==> src/rtl/gpu_shader_pkg.sv <==
// Shared definitions for the shader accelerator stages: sizes that must agree
// with the top-level controller and the matadd_engine state encoding.
package GPU_Shader_pkg;

  localparam int MATADD_LANES  = 4;   // elements per burst, one scratchpad word per lane
  localparam int MATADD_ADDR_W = 8;   // scratchpad word-address width
  localparam int MATADD_DATA_W = 32;  // element width
  localparam int MATADD_RD_LAT = 1;   // scratchpad read data arrives one cycle after request
  localparam int MATADD_OFF_W  = 9;   // offset reaches 256 when length=255, so one spare bit

  // Walk of one burst: read A, read B (capture A), capture B and add, write C.
  typedef enum logic [2:0] {
    ST_IDLE  = 3'd0,
    ST_RD_A  = 3'd1,
    ST_RD_B  = 3'd2,
    ST_CAP_B = 3'd3,
    ST_WR    = 3'd4,
    ST_DONE  = 3'd5
  } matadd_state_t;

endpackage

==> src/rtl/matadd_engine.sv <==
// Element-wise C = A + B over the scratchpad, LANES elements per burst.
// Handshake: start is a single-cycle request sampled only in IDLE (no ready);
// busy covers the whole operation and done pulses once for retirement.
// Memory reads return data exactly MATADD_RD_LAT cycles after mem_rd_en.
module matadd_engine
  import GPU_Shader_pkg::*;
#(
  parameter int LANES  = MATADD_LANES,
  parameter int ADDR_W = MATADD_ADDR_W,
  parameter int DATA_W = MATADD_DATA_W
) (
  input  logic                    clk,
  input  logic                    rst_n,
  input  logic                    start,
  input  logic [ADDR_W-1:0]       base_a,
  input  logic [ADDR_W-1:0]       base_b,
  input  logic [ADDR_W-1:0]       base_c,
  input  logic [7:0]              length,
  output logic                    busy,
  output logic                    done,
  output logic                    mem_rd_en,
  output logic [ADDR_W-1:0]       mem_rd_addr,
  input  logic [LANES*DATA_W-1:0] mem_rd_data,
  output logic                    mem_wr_en,
  output logic [ADDR_W-1:0]       mem_wr_addr,
  output logic [LANES*DATA_W-1:0] mem_wr_data,
  output logic [LANES-1:0]        mem_wr_mask
);

  matadd_state_t state_q, state_d;

  logic [MATADD_OFF_W-1:0] offset_q;
  logic [MATADD_OFF_W-1:0] offset_next;
  logic [ADDR_W-1:0]       offset_addr;
  logic [ADDR_W-1:0]       base_a_q, base_b_q, base_c_q;
  logic [7:0]              length_q;
  logic [LANES*DATA_W-1:0] a_q, sum_q, lane_sum;
  logic [LANES-1:0]        lane_mask;
  logic                    last_burst;

  // Offset wraps modulo the address space when added to a base.
  assign offset_addr = ADDR_W'(offset_q);
  assign offset_next = offset_q + MATADD_OFF_W'(LANES);
  assign last_burst  = (offset_next >= {1'b0, length_q});

  // Per-lane modular adders and tail masks (lanes past length are never written).
  for (genvar i = 0; i < LANES; i++) begin : g_lane
    assign lane_sum[i*DATA_W +: DATA_W] = a_q[i*DATA_W +: DATA_W] + mem_rd_data[i*DATA_W +: DATA_W];
    assign lane_mask[i] = ({1'b0, offset_q} + 10'(i)) < {2'b00, length_q};
  end

  // State register; reset aborts any operation in flight.
  always_ff @(posedge clk or negedge rst_n) begin
    if (!rst_n) state_q <= ST_IDLE;
    else        state_q <= state_d;
  end

  // Next state and Moore outputs; all outputs idle at zero outside their state.
  always_comb begin
    state_d     = state_q;
    busy        = 1'b0;
    done        = 1'b0;
    mem_rd_en   = 1'b0;
    mem_rd_addr = '0;
    mem_wr_en   = 1'b0;
    mem_wr_addr = '0;
    mem_wr_data = '0;
    mem_wr_mask = '0;
    case (state_q)
      ST_IDLE: begin
        if (start) state_d = (length == 8'd0) ? ST_DONE : ST_RD_A;
      end
      ST_RD_A: begin
        busy        = 1'b1;
        mem_rd_en   = 1'b1;
        mem_rd_addr = base_a_q + offset_addr;
        state_d     = ST_RD_B;
      end
      ST_RD_B: begin
        busy        = 1'b1;
        mem_rd_en   = 1'b1;
        mem_rd_addr = base_b_q + offset_addr;
        state_d     = ST_CAP_B;
      end
      ST_CAP_B: begin
        busy    = 1'b1;
        state_d = ST_WR;
      end
      ST_WR: begin
        busy        = 1'b1;
        mem_wr_en   = 1'b1;
        mem_wr_addr = base_c_q + offset_addr;
        mem_wr_data = sum_q;
        mem_wr_mask = lane_mask;
        state_d     = last_burst ? ST_DONE : ST_RD_A;
      end
      ST_DONE: begin
        busy    = 1'b1;
        done    = 1'b1;
        state_d = ST_IDLE;
      end
      default: state_d = ST_IDLE;
    endcase
  end

  // Operand latch on accepted start, A/sum capture, and burst offset advance.
  always_ff @(posedge clk or negedge rst_n) begin
    if (!rst_n) begin
      offset_q <= '0;
      base_a_q <= '0;
      base_b_q <= '0;
      base_c_q <= '0;
      length_q <= '0;
      a_q      <= '0;
      sum_q    <= '0;
    end else begin
      case (state_q)
        ST_IDLE: begin
          if (start) begin
            base_a_q <= base_a;
            base_b_q <= base_b;
            base_c_q <= base_c;
            length_q <= length;
            offset_q <= '0;
          end
        end
        ST_RD_B:  a_q      <= mem_rd_data;   // A vector returned from the RD_A request
        ST_CAP_B: sum_q    <= lane_sum;      // B vector is on mem_rd_data this cycle
        ST_WR:    offset_q <= offset_next;
        default: ;
      endcase
    end
  end

endmodule

==> config.mk <==
export PLATFORM = sky130hd
export DESIGN_NAME = matadd_engine
export DESIGN_NICKNAME = d
export VERILOG_FILES = /design/src/rtl/gpu_shader_pkg.sv /design/src/rtl/matadd_engine.sv
export SDC_FILE = /design/constraint.sdc
export NUM_CORES = 1
export LEC_CHECK = 0
export CAP_MARGIN = 20
export CORE_ASPECT_RATIO = 0.6
export CORE_UTILIZATION = 40
export DETAILED_ROUTE_END_ITERATION = 10
export PLACE_DENSITY = 0.66
export SLEW_MARGIN = 10
export SYNTH_ARGS = -nofsm -noshare
export SYNTH_HDL_FRONTEND = slang
export SYNTH_SLANG_ARGS = --single-unit
==> constraint.sdc <==
create_clock -name clk -period 4.4 [get_ports clk]
set_input_delay 0.88 -clock clk [delete_from_list [all_inputs] [get_ports clk]]
set_output_delay 0.88 -clock clk [all_outputs]
set_load 0.05 [all_outputs]
# Word-level counts from Yosys, hierarchy flattened
# Cells that the tools add are included.
# op_classes
n_bitwise,0
multipliers,0
add_sub_neg,11
reduce_logical,7
div,0
muxes,14
shifts,0
order_cmp,5
n_eq_ne,6
# ops
cell,count
32-bit adder,4
128-bit 2-to-1 mux,1
10-bit by 8-bit < comparator with 1-bit output,3
8-bit adder,3
9-bit by 2-bit adder with 10-bit output (second input constant),2
9-bit case mux with 2 select lines,1
8-bit case mux with 2 select lines,1
3-bit case mux with 5 select lines,1
9-bit by 1-bit adder with 10-bit output (second input constant),1
9-bit by 3-bit adder with 9-bit output (second input constant),1
9-bit by 8-bit greater-or-equal comparator with 1-bit output,1
9-bit by 8-bit < comparator with 1-bit output,1
3-bit 2-to-1 mux,3
9-bit 2-to-1 mux,1
8-bit zero test,1
8-bit 2-to-1 mux,1
3-bit by 2-bit == test with 1-bit output (second input constant),2
3-bit == test (second input constant),2
5-bit OR reduction,1
1-bit 2-to-1 mux,4
4-bit 2-to-1 mux,1
2-bit AND reduction,2
3-bit by 1-bit == test with 1-bit output (second input constant),1
3-bit zero test,1
3 further kinds,3
# totals
mem_count,0
mem_bits_rw,0
regBits,300
output_inout_bits,152
in_bits,163
mem_bits_ro,0
latch_bits,0

# Depth between registers and ports, before layout
# Gate-level depths: netlist of the first run.
# depth
depth_word,4
ltp_mapped,14
ltp_nobuf,13

# Worst setup path before layout of the first run
# No wires, ideal clock.
# synth_path
path_type,reg2out
from,register offset_q[2]
to,output port mem_wr_mask[0]
path_buffers,0
setup_slack_ps,-378
t_arrival_ps,3898
stages_incl_launch_ff,11
path_cell_list,dfrtp_1 > inv_1 > ha_1 > nor3_1 > o21ai_0 > nand2b_1 > a21oi_1 > nor2b_1 > o21ai_0 > nand2b_1 > a2111oi_0
# synth_between
elab_chain_cells,2
# synth_rtl
item,line_no,text
from (decl),matadd_engine.sv:32,logic [MATADD_OFF_W-1:0] offset_q;
from (signal assigned),matadd_engine.sv:129,ST_WR: offset_q <= offset_next;
9-bit by 8-bit < comparator with 1-bit output,matadd_engine.sv:49,"assign lane_mask[i] = ({1'b0, offset_q} + 10'(i)) < {2'b00, length_q};"
4-bit 2-to-1 mux,matadd_engine.sv:69,case (state_q)
to (decl),matadd_engine.sv:27,output logic [LANES-1:0] mem_wr_mask
# Every way passes these cells.

# Worst setup path in the final report of the first run
# layout_path
from,register state_q[0]
to,output port mem_rd_addr[7]
# layout_between
elab_chain_cells,2
word_cells_on_any_way,3
# layout_rtl
item,line_no,text
from (decl),matadd_engine.sv:30,"matadd_state_t state_q, state_d;"
from (signal assigned),matadd_engine.sv:55,else state_q <= state_d;
3-bit by 2-bit == test with 1-bit output or 3-bit by 1-bit == test with 1-bit output (tied branches),matadd_engine.sv:69,
8-bit case mux with 2 select lines *,matadd_engine.sv:69,
to (decl),matadd_engine.sv:22,"output logic [ADDR_W-1:0] mem_rd_addr,"
# Every way passes the cells marked *; elsewhere a longest branch is shown, timed or not.

==> results.toml, run 1 <==
[status]
status = "finished clean"

[floorplan]
die_w_um = 282
dieArea_um2 = 48000
core_area_um2 = 46400
die_y_um = 170
floorplan.rows = 61
io_pins = 315
start_util_pct = 40.6

[sta]
fin_skew_ns = 0.0159
rsz0062_at_grt = "true"
timing.setup.tns_ns = 0
fmax_ghz = 0.234
slew_violations = 0
relSlewSlack_pct = 40.4
setup_ws_ns = 0.136
final-setup-viol-count = 0
post-route-period-util_pct = 96.9
tightestPinTransition_ns = 0.895
hold_violations = 0
fin_crit_ns = 4.26

[clock_tree]
cts.hold.buffers_added = 0
cts.sinks = 298
cts_resized = 0
clock-root-buffer = "clkbuf_16"
clkTransAtPathRegs_ns = 0.06
cts-buffers-inserted = 34
postCtsSetupBuffers = 0
cts.htree.levels = 2
clk_latency_ns = 0.52
clock_path_buffers = 3
tritoncts = "built"

[power]
power_switching_w = 0.00805
combPwrFrac_pct = 57.4
static-leakage-power_nw = 11.1
p_int_w = 0.0105
power_w = 0.0185
switching_share_pct = 43.5
sequentialPowerShare_pct = 26.5
clockPowerShare_pct = 16.2
max-vdd-ir-drop_uv = 414
pwr_density_cell_nw_per_um2 = 775

[global_routing]
grt_max_degree = 140
grt_pass1_wl_mm = 84.4
grt-ovfl-total = 0
antenna_found_initial = 7
first_global_vias = 15189
grt_usage_pct = 22.2

[placement]
preCtsSetupSlack_ns = 0.311
hpwlAfterDp_mm = 39.4
io_buffers = 314
dpl.cell_count = 2825
gp_congestion = 0.897

[logic_synthesis]
synth_seq_area_share_pct = 39.6
yosysWarnings = 0
syn_area_um2 = 18800
async_reset_ff_share_pct = 100
synth_top_flop_cell = "dfrtp_1"
synth_seq_cells = 298
syn-num-nets = 2278
avgSynthCellArea_um2 = 9.65
ys_types = 75
syn-instance-count = 1953
synth_edf_count = 0

[worst_setup_path]
cp_max_fo = 8
critical_path_class = "reg2out"
required_ns = 3.52
arrival_ns = 3.38
endpoint_kind = "output pin"
cp-start-kind = "flip-flop"

[min_path]
hold_path_class = "in2async"

[cells_and_area]
drive_above_1_share_pct = 11.5
mostFrequentLayoutCells = "clkdlybuf4s50_1 (307), dfrtp_1 (296), nand2_1 (228)"
fin_cells = 2894
final_common_cell = "clkdlybuf4s50_1"
nets = 2557
syn2layout_area_growth_pct = 26.9

[drt]
drc_errors = 0
wire_per_inst_um = 18.7
dr.pass1.iters = 5
viasPerCell = 5.38
ant_nets = 0
drt_iter0_markers = 913
vias = 15564
wl_mm = 54.1

[job]
drv_cap = 0
## sequential cells by signal, indices dropped and copies added, names as in the netlist
signal and count:
a_q 128, base_a_q 8, base_b_q 8, base_c_q 8
length_q 8, offset_q 7, state_q 3, sum_q 128
## layout make-up
| cell class | instances | area, um^2 |
|---|---|---|
| inverters | 49 | 184 |
| diodes | 6 | 15.0 |
| clock inverters | 7 | 85.1 |
| well taps | 630 | 788 |
| clock buffers | 55 | 1080 |
| flip-flops and latches | 298 | 7460 |
| repair buffers | 336 | 3400 |
| fillers | 4245 | 22500 |
| multi-input cells | 1513 | 10900 |
## logic make-up (layout without fill, tap and decap cells)
group                      count (synthesis)  in the layout  share of synthesized area, %
and+or+nand+nor                          574            574                          14.9
other                                      1              7                        0.0199
AOI/OAI and AO/OA                        492            492                          16.5
buffers and inverters                    142            447                          2.84
xor gates and xnor gates                 126            126                          5.86
muxes                                    158            158                          9.42
DFF                                      298            298                          39.6
adders and majority gates                162            162                          10.9
## critical path: stages (launching register included)
cell and delay, ns:
dfrtp_1 0.49, nand2b_1 0.26, nor2_4 0.26, mux2_2 0.39
ha_1 0.33, a21o_1 0.19, a21oi_1 0.20, o21bai_1 0.10
a21oi_1 0.24, xnor2_1 0.12, nor2_2 0.14, buf_12 0.15
## metal layers
layer | up-vias | global-route usage (%) | routed length (um) | share of wire (%)
li1 | 7583 | - | - | -
met1 | 7542 | 33.2 | 27100 | 50
met2 | 368 | 33.1 | 23100 | 43
met3 | 71 | 3.32 | 2610 | 4.8
met4 | 0 | 5.88 | 1240 | 2.3
met5 | - | 0 | 0 | 0
## cell usage after synthesis (3+ instances only)
cell type    n  area (um^2)
dfrtp_1    298         7460
nand2_1    228          856
o21ai_0    161          806
ha_1       158         1980
mux2_2     155         1750
and3_1     145          907
a21oi_1    109          546
clkbuf_1    87          327
nor2_1      80          300
xnor2_1     72          631
a21o_1      66          495
xor2_1      54          473
inv_1       49          184
o21ai_1     26          130
nand2b_1    22          138
nand3_1     19         95.1
nor2b_1     19          119
nor3_1      19         95.1
a211oi_1    16          120
o21a_1      16          120
o21bai_1    15          113
nand4_1      8         50.1
o211ai_1     8         60.1
a2111oi_0    6         52.6
a221oi_1     6         52.6
a31oi_1      6         37.5
and2_1       6         37.5
o31ai_1      6         45.0
or3_1        6         37.5
a211o_1      5         43.8
buf_1        5         18.8
fa_1         4         80.1
nor3b_1      4         30.0
nor4_1       4         25.0
o31a_1       4         35.0
and4_1       3         26.3
mux2i_1      3         30.0
o211a_1      3         30.0
o41ai_2      3         48.8
or2_2        3         18.8
## path summary, 6_finish.rpt
| path | from | to | cells past startpoint | slack [ns] |
|---|---|---|---|---|
| setup / recovery | state_q[0] | mem_rd_addr[7] | 11 | 0.14 |
| setup reg to reg | a_q[65] | sum_q[93] | 11 | 1.22 |
| hold reg to reg | sum_q[100] | sum_q[100] | 2 | 0.47 |
| hold / removal | rst_n | base_a_q[2] | 1 | 0.36 |
| min in group clk | sum_q[100] | sum_q[100] | 2 | 0.47 |
| max in group asynchronous | rst_n | a_q[126] | 2 | 2.97 |
## power groups by stage
stage | registers [W] | logic, W | clock network (W)
3_3_place_gp | 0.00487 | 0.0103 | 0
6_report | 0.00490 | 0.0106 | 0.00299
3_5_place_dp | 0.00495 | 0.0105 | 0
5_1_grt | 0.00507 | 0.0117 | 0.00319
2_1_floorplan | 0.00467 | 0.00795 | 0
4_1_cts | 0.00490 | 0.0106 | 0.00308
## per-stage QoR
step                hold WS [ns]  instance area, um^2  utilization [%]
detailed placement         0.455                22700             48.9
global route               0.435                23900             51.5
CTS                        0.430                23900             51.4
floorplan                  0.431                18800                -
finish                     0.362                23900             51.5
global placement           0.446                22700             48.9
Note: power is estimated with default switching activity, not from simulation.
==> inputs of run 2 (changes only) <==
--- a/config.mk
+++ b/config.mk
@@ -9,7 +9,7 @@
 export CORE_ASPECT_RATIO = 0.6
 export CORE_UTILIZATION = 40
 export DETAILED_ROUTE_END_ITERATION = 10
-export PLACE_DENSITY = 0.66
+export PLACE_DENSITY = 0.68
 export SLEW_MARGIN = 10
 export SYNTH_ARGS = -nofsm -noshare
 export SYNTH_HDL_FRONTEND = slang
==> constraint.sdc (replaced) <==
create_clock -name clk -period 3.6 [get_ports clk]
set_input_delay 0.72 -clock clk [delete_from_list [all_inputs] [get_ports clk]]
set_output_delay 0.72 -clock clk [all_outputs]
set_load 0.05 [all_outputs]
==> run 2 against run 1 <==
Effect of this change: the run now ends with negative setup slack left; routed wire length grew 1.2%; global-route usage grew 0.29 points; hold slack lost 0.27 ns; worst setup slack lost 0.16 ns; highest routed layer unchanged; clock skew grew 0.0041 ns; clock power grew 22%.
==> results.toml, run 2 (synthesis gave the netlist of run 1 again) <==
[status]
status = "finished with violations"
violations = "negative setup slack"

[clock_tree]
clkTransAtPathRegs_ns = 0.06
clock-root-buffer = "clkbuf_16"
clk_latency_ns = 0.53
cts.sinks = 298
cts.htree.levels = 2
clock_path_buffers = 3
cts-buffers-inserted = 35
tritoncts = "built"

[worst_setup_path]
critical_path_class = "reg2out"
crit_start = "state_q[2]"
reg2reg_from = "a_q[41]"
rr_endpoint = "sum_q[60]"
arrival_ns = 2.91
r2r_cells = 11
required_ns = 2.88
endpoint = "mem_rd_addr[7]"
cp_max_fo = 4
r2r_slack_ns = 0.55
cp-start-kind = "flip-flop"
endpoint_kind = "output pin"

[floorplan]
io_pins = 315
die_w_um = 282
floorplan.rows = 61
die_y_um = 170
start_util_pct = 40.6
core_area_um2 = 46400
dieArea_um2 = 48000

[cells_and_area]
nFillCells = 4131
final_common_cell = "dfrtp_1"
syn2layout_area_growth_pct = 32.5
nets = 2643
final_area_um2 = 25000
fin_util_pct = 53.8
mostFrequentLayoutCells = "dfrtp_1 (295), nand2_1 (228), clkdlybuf4s50_1 (197)"
reg.largest.list = "a_q x128, sum_q x128"
drive_above_1_share_pct = 16.2

[global_routing]
grt_max_degree = 140
grt_usage_pct = 22.5
grt_pass1_wl_mm = 85.8
grt-ovfl-total = 0
antenna_found_initial = 5
first_global_vias = 15780

[placement]
gp_congestion = 0.887
placed_cell_area_um2 = 23400
io_buffers = 314
preCtsSetupSlack_ns = -0.362
hpwlAfterDp_mm = 38.9

[sta]
post-route-period-util_pct = 101
relSlewSlack_pct = 36.9
fmax_ghz = 0.276
fin_skew_ns = 0.0200
setup_ws_ns = -0.0293
fin_crit_ns = 3.63
tightestPinTransition_ns = 0.945
slew_violations = 0
rsz0062_at_grt = "true"
hold_violations = 0
final-setup-viol-count = 1

[power]
pwr_density_cell_nw_per_um2 = 951
clockPowerShare_pct = 15.4
power_w = 0.0237
max-vdd-ir-drop_uv = 512
switching_share_pct = 42.6
combPwrFrac_pct = 59.4
power_switching_w = 0.0101
static-leakage-power_nw = 13.0
p_int_w = 0.0136
sequentialPowerShare_pct = 25.2

[drt]
dr_wl_met2_mm = 24.6
vias = 15945
drc_errors = 0
viasPerCell = 5.36
dr.pass1.iters = 5
wl_met3_mm = 2.66
drt_iter0_markers = 921
wl_mm = 54.8
ant_nets = 0
wire_per_inst_um = 18.4
wl_met1_mm = 26.3
highest_layer = "met4"

[min_path]
hold_path_class = "in2async"

[job]
drv_cap = 0
-- run 2: cell count changes in the layout (fill, tap and decap cells not counted), sizes merged --
| cell | change |
|---|---|
| clkdlybuf4s50 | -110 |
| buf | +104 |
| dlymetal6s2s | +74 |
| dlygate4sd2 | +16 |
| clkbuf | -4 |
| clkinvlp | +3 |
| diode | -3 |
| bufinv | +1 |
-- run 2: worst min path at each step --
stage,end,slack (ns)
6_report,base_b_q[2],0.1
5_1_grt,base_b_q[1],0.10
4_1_cts,a_q[29],0.08
3_5_place_dp,sum_q[118],0.45
3_3_place_gp,sum_q[100],0.44
2_1_floorplan,a_q[0],0.42
-- run 2: critical path, stage by stage (launching register included) --
cell      delay, ns
dfrtp_4        0.50
nor2_4         0.20
mux2_2         0.40
ha_4           0.24
a21o_1         0.19
a21oi_2        0.17
o21bai_1       0.11
a21oi_2        0.22
xnor2_2        0.12
nor2_4         0.13
buf_12         0.14
-- run 2: cell type report --
| cell class | instances | area, um^2 | share of cell area (%) |
|---|---|---|---|
| clock inverter | 11 | 138 | 0.551 |
| timing repair buffer | 421 | 4350 | 17.4 |
| tap | 630 | 788 | 3.16 |
| clock buffer | 50 | 1020 | 4.11 |
| inverter | 49 | 184 | 0.737 |
| sequential | 298 | 7460 | 29.9 |
| antenna | 3 | 7.51 | 0.0301 |
| multi-input combinational | 1513 | 11000 | 44.1 |
-- run 2: through the flow --
step / setup TNS (ns) / cells / hold WS [ns]
global placement: -2.21 / 2905 / 0.444
detailed placement: -3.98 / 2905 / 0.454
global route: -0.289 / 2973 / 0.101
floorplan: 0 / 1953 / 0.424
CTS: -0.125 / 2970 / 0.0791
finish: -0.0293 / 2975 / 0.0952
-- run 2: per-layer routing --
metal / vias up / track usage [%]
met5: - / 0
met4: 0 / 5.64
met3: 71 / 3.76
met2: 354 / 35.1
met1: 7777 / 32.2
li1: 7743 / -
-- run 2: timing repair --
action                                  in CTS  in global routing
hold buffers                                 0                  0
gates cloned                                 0                  1
endpoints found under the setup margin       5                 83
resized for setup                           28                 84
buffers inserted                             4                  1
pin swaps                                    7                  3
-- run 2: power by group through the flow --
stage / logic, W / clock network, W / registers [W]
2_1_floorplan: 0.00976 / 0 / 0.00570
3_3_place_gp: 0.0134 / 0 / 0.00592
3_5_place_dp: 0.0138 / 0 / 0.00603
4_1_cts: 0.0140 / 0.00377 / 0.00598
5_1_grt: 0.0155 / 0.00392 / 0.00619
6_report: 0.0141 / 0.00366 / 0.00598
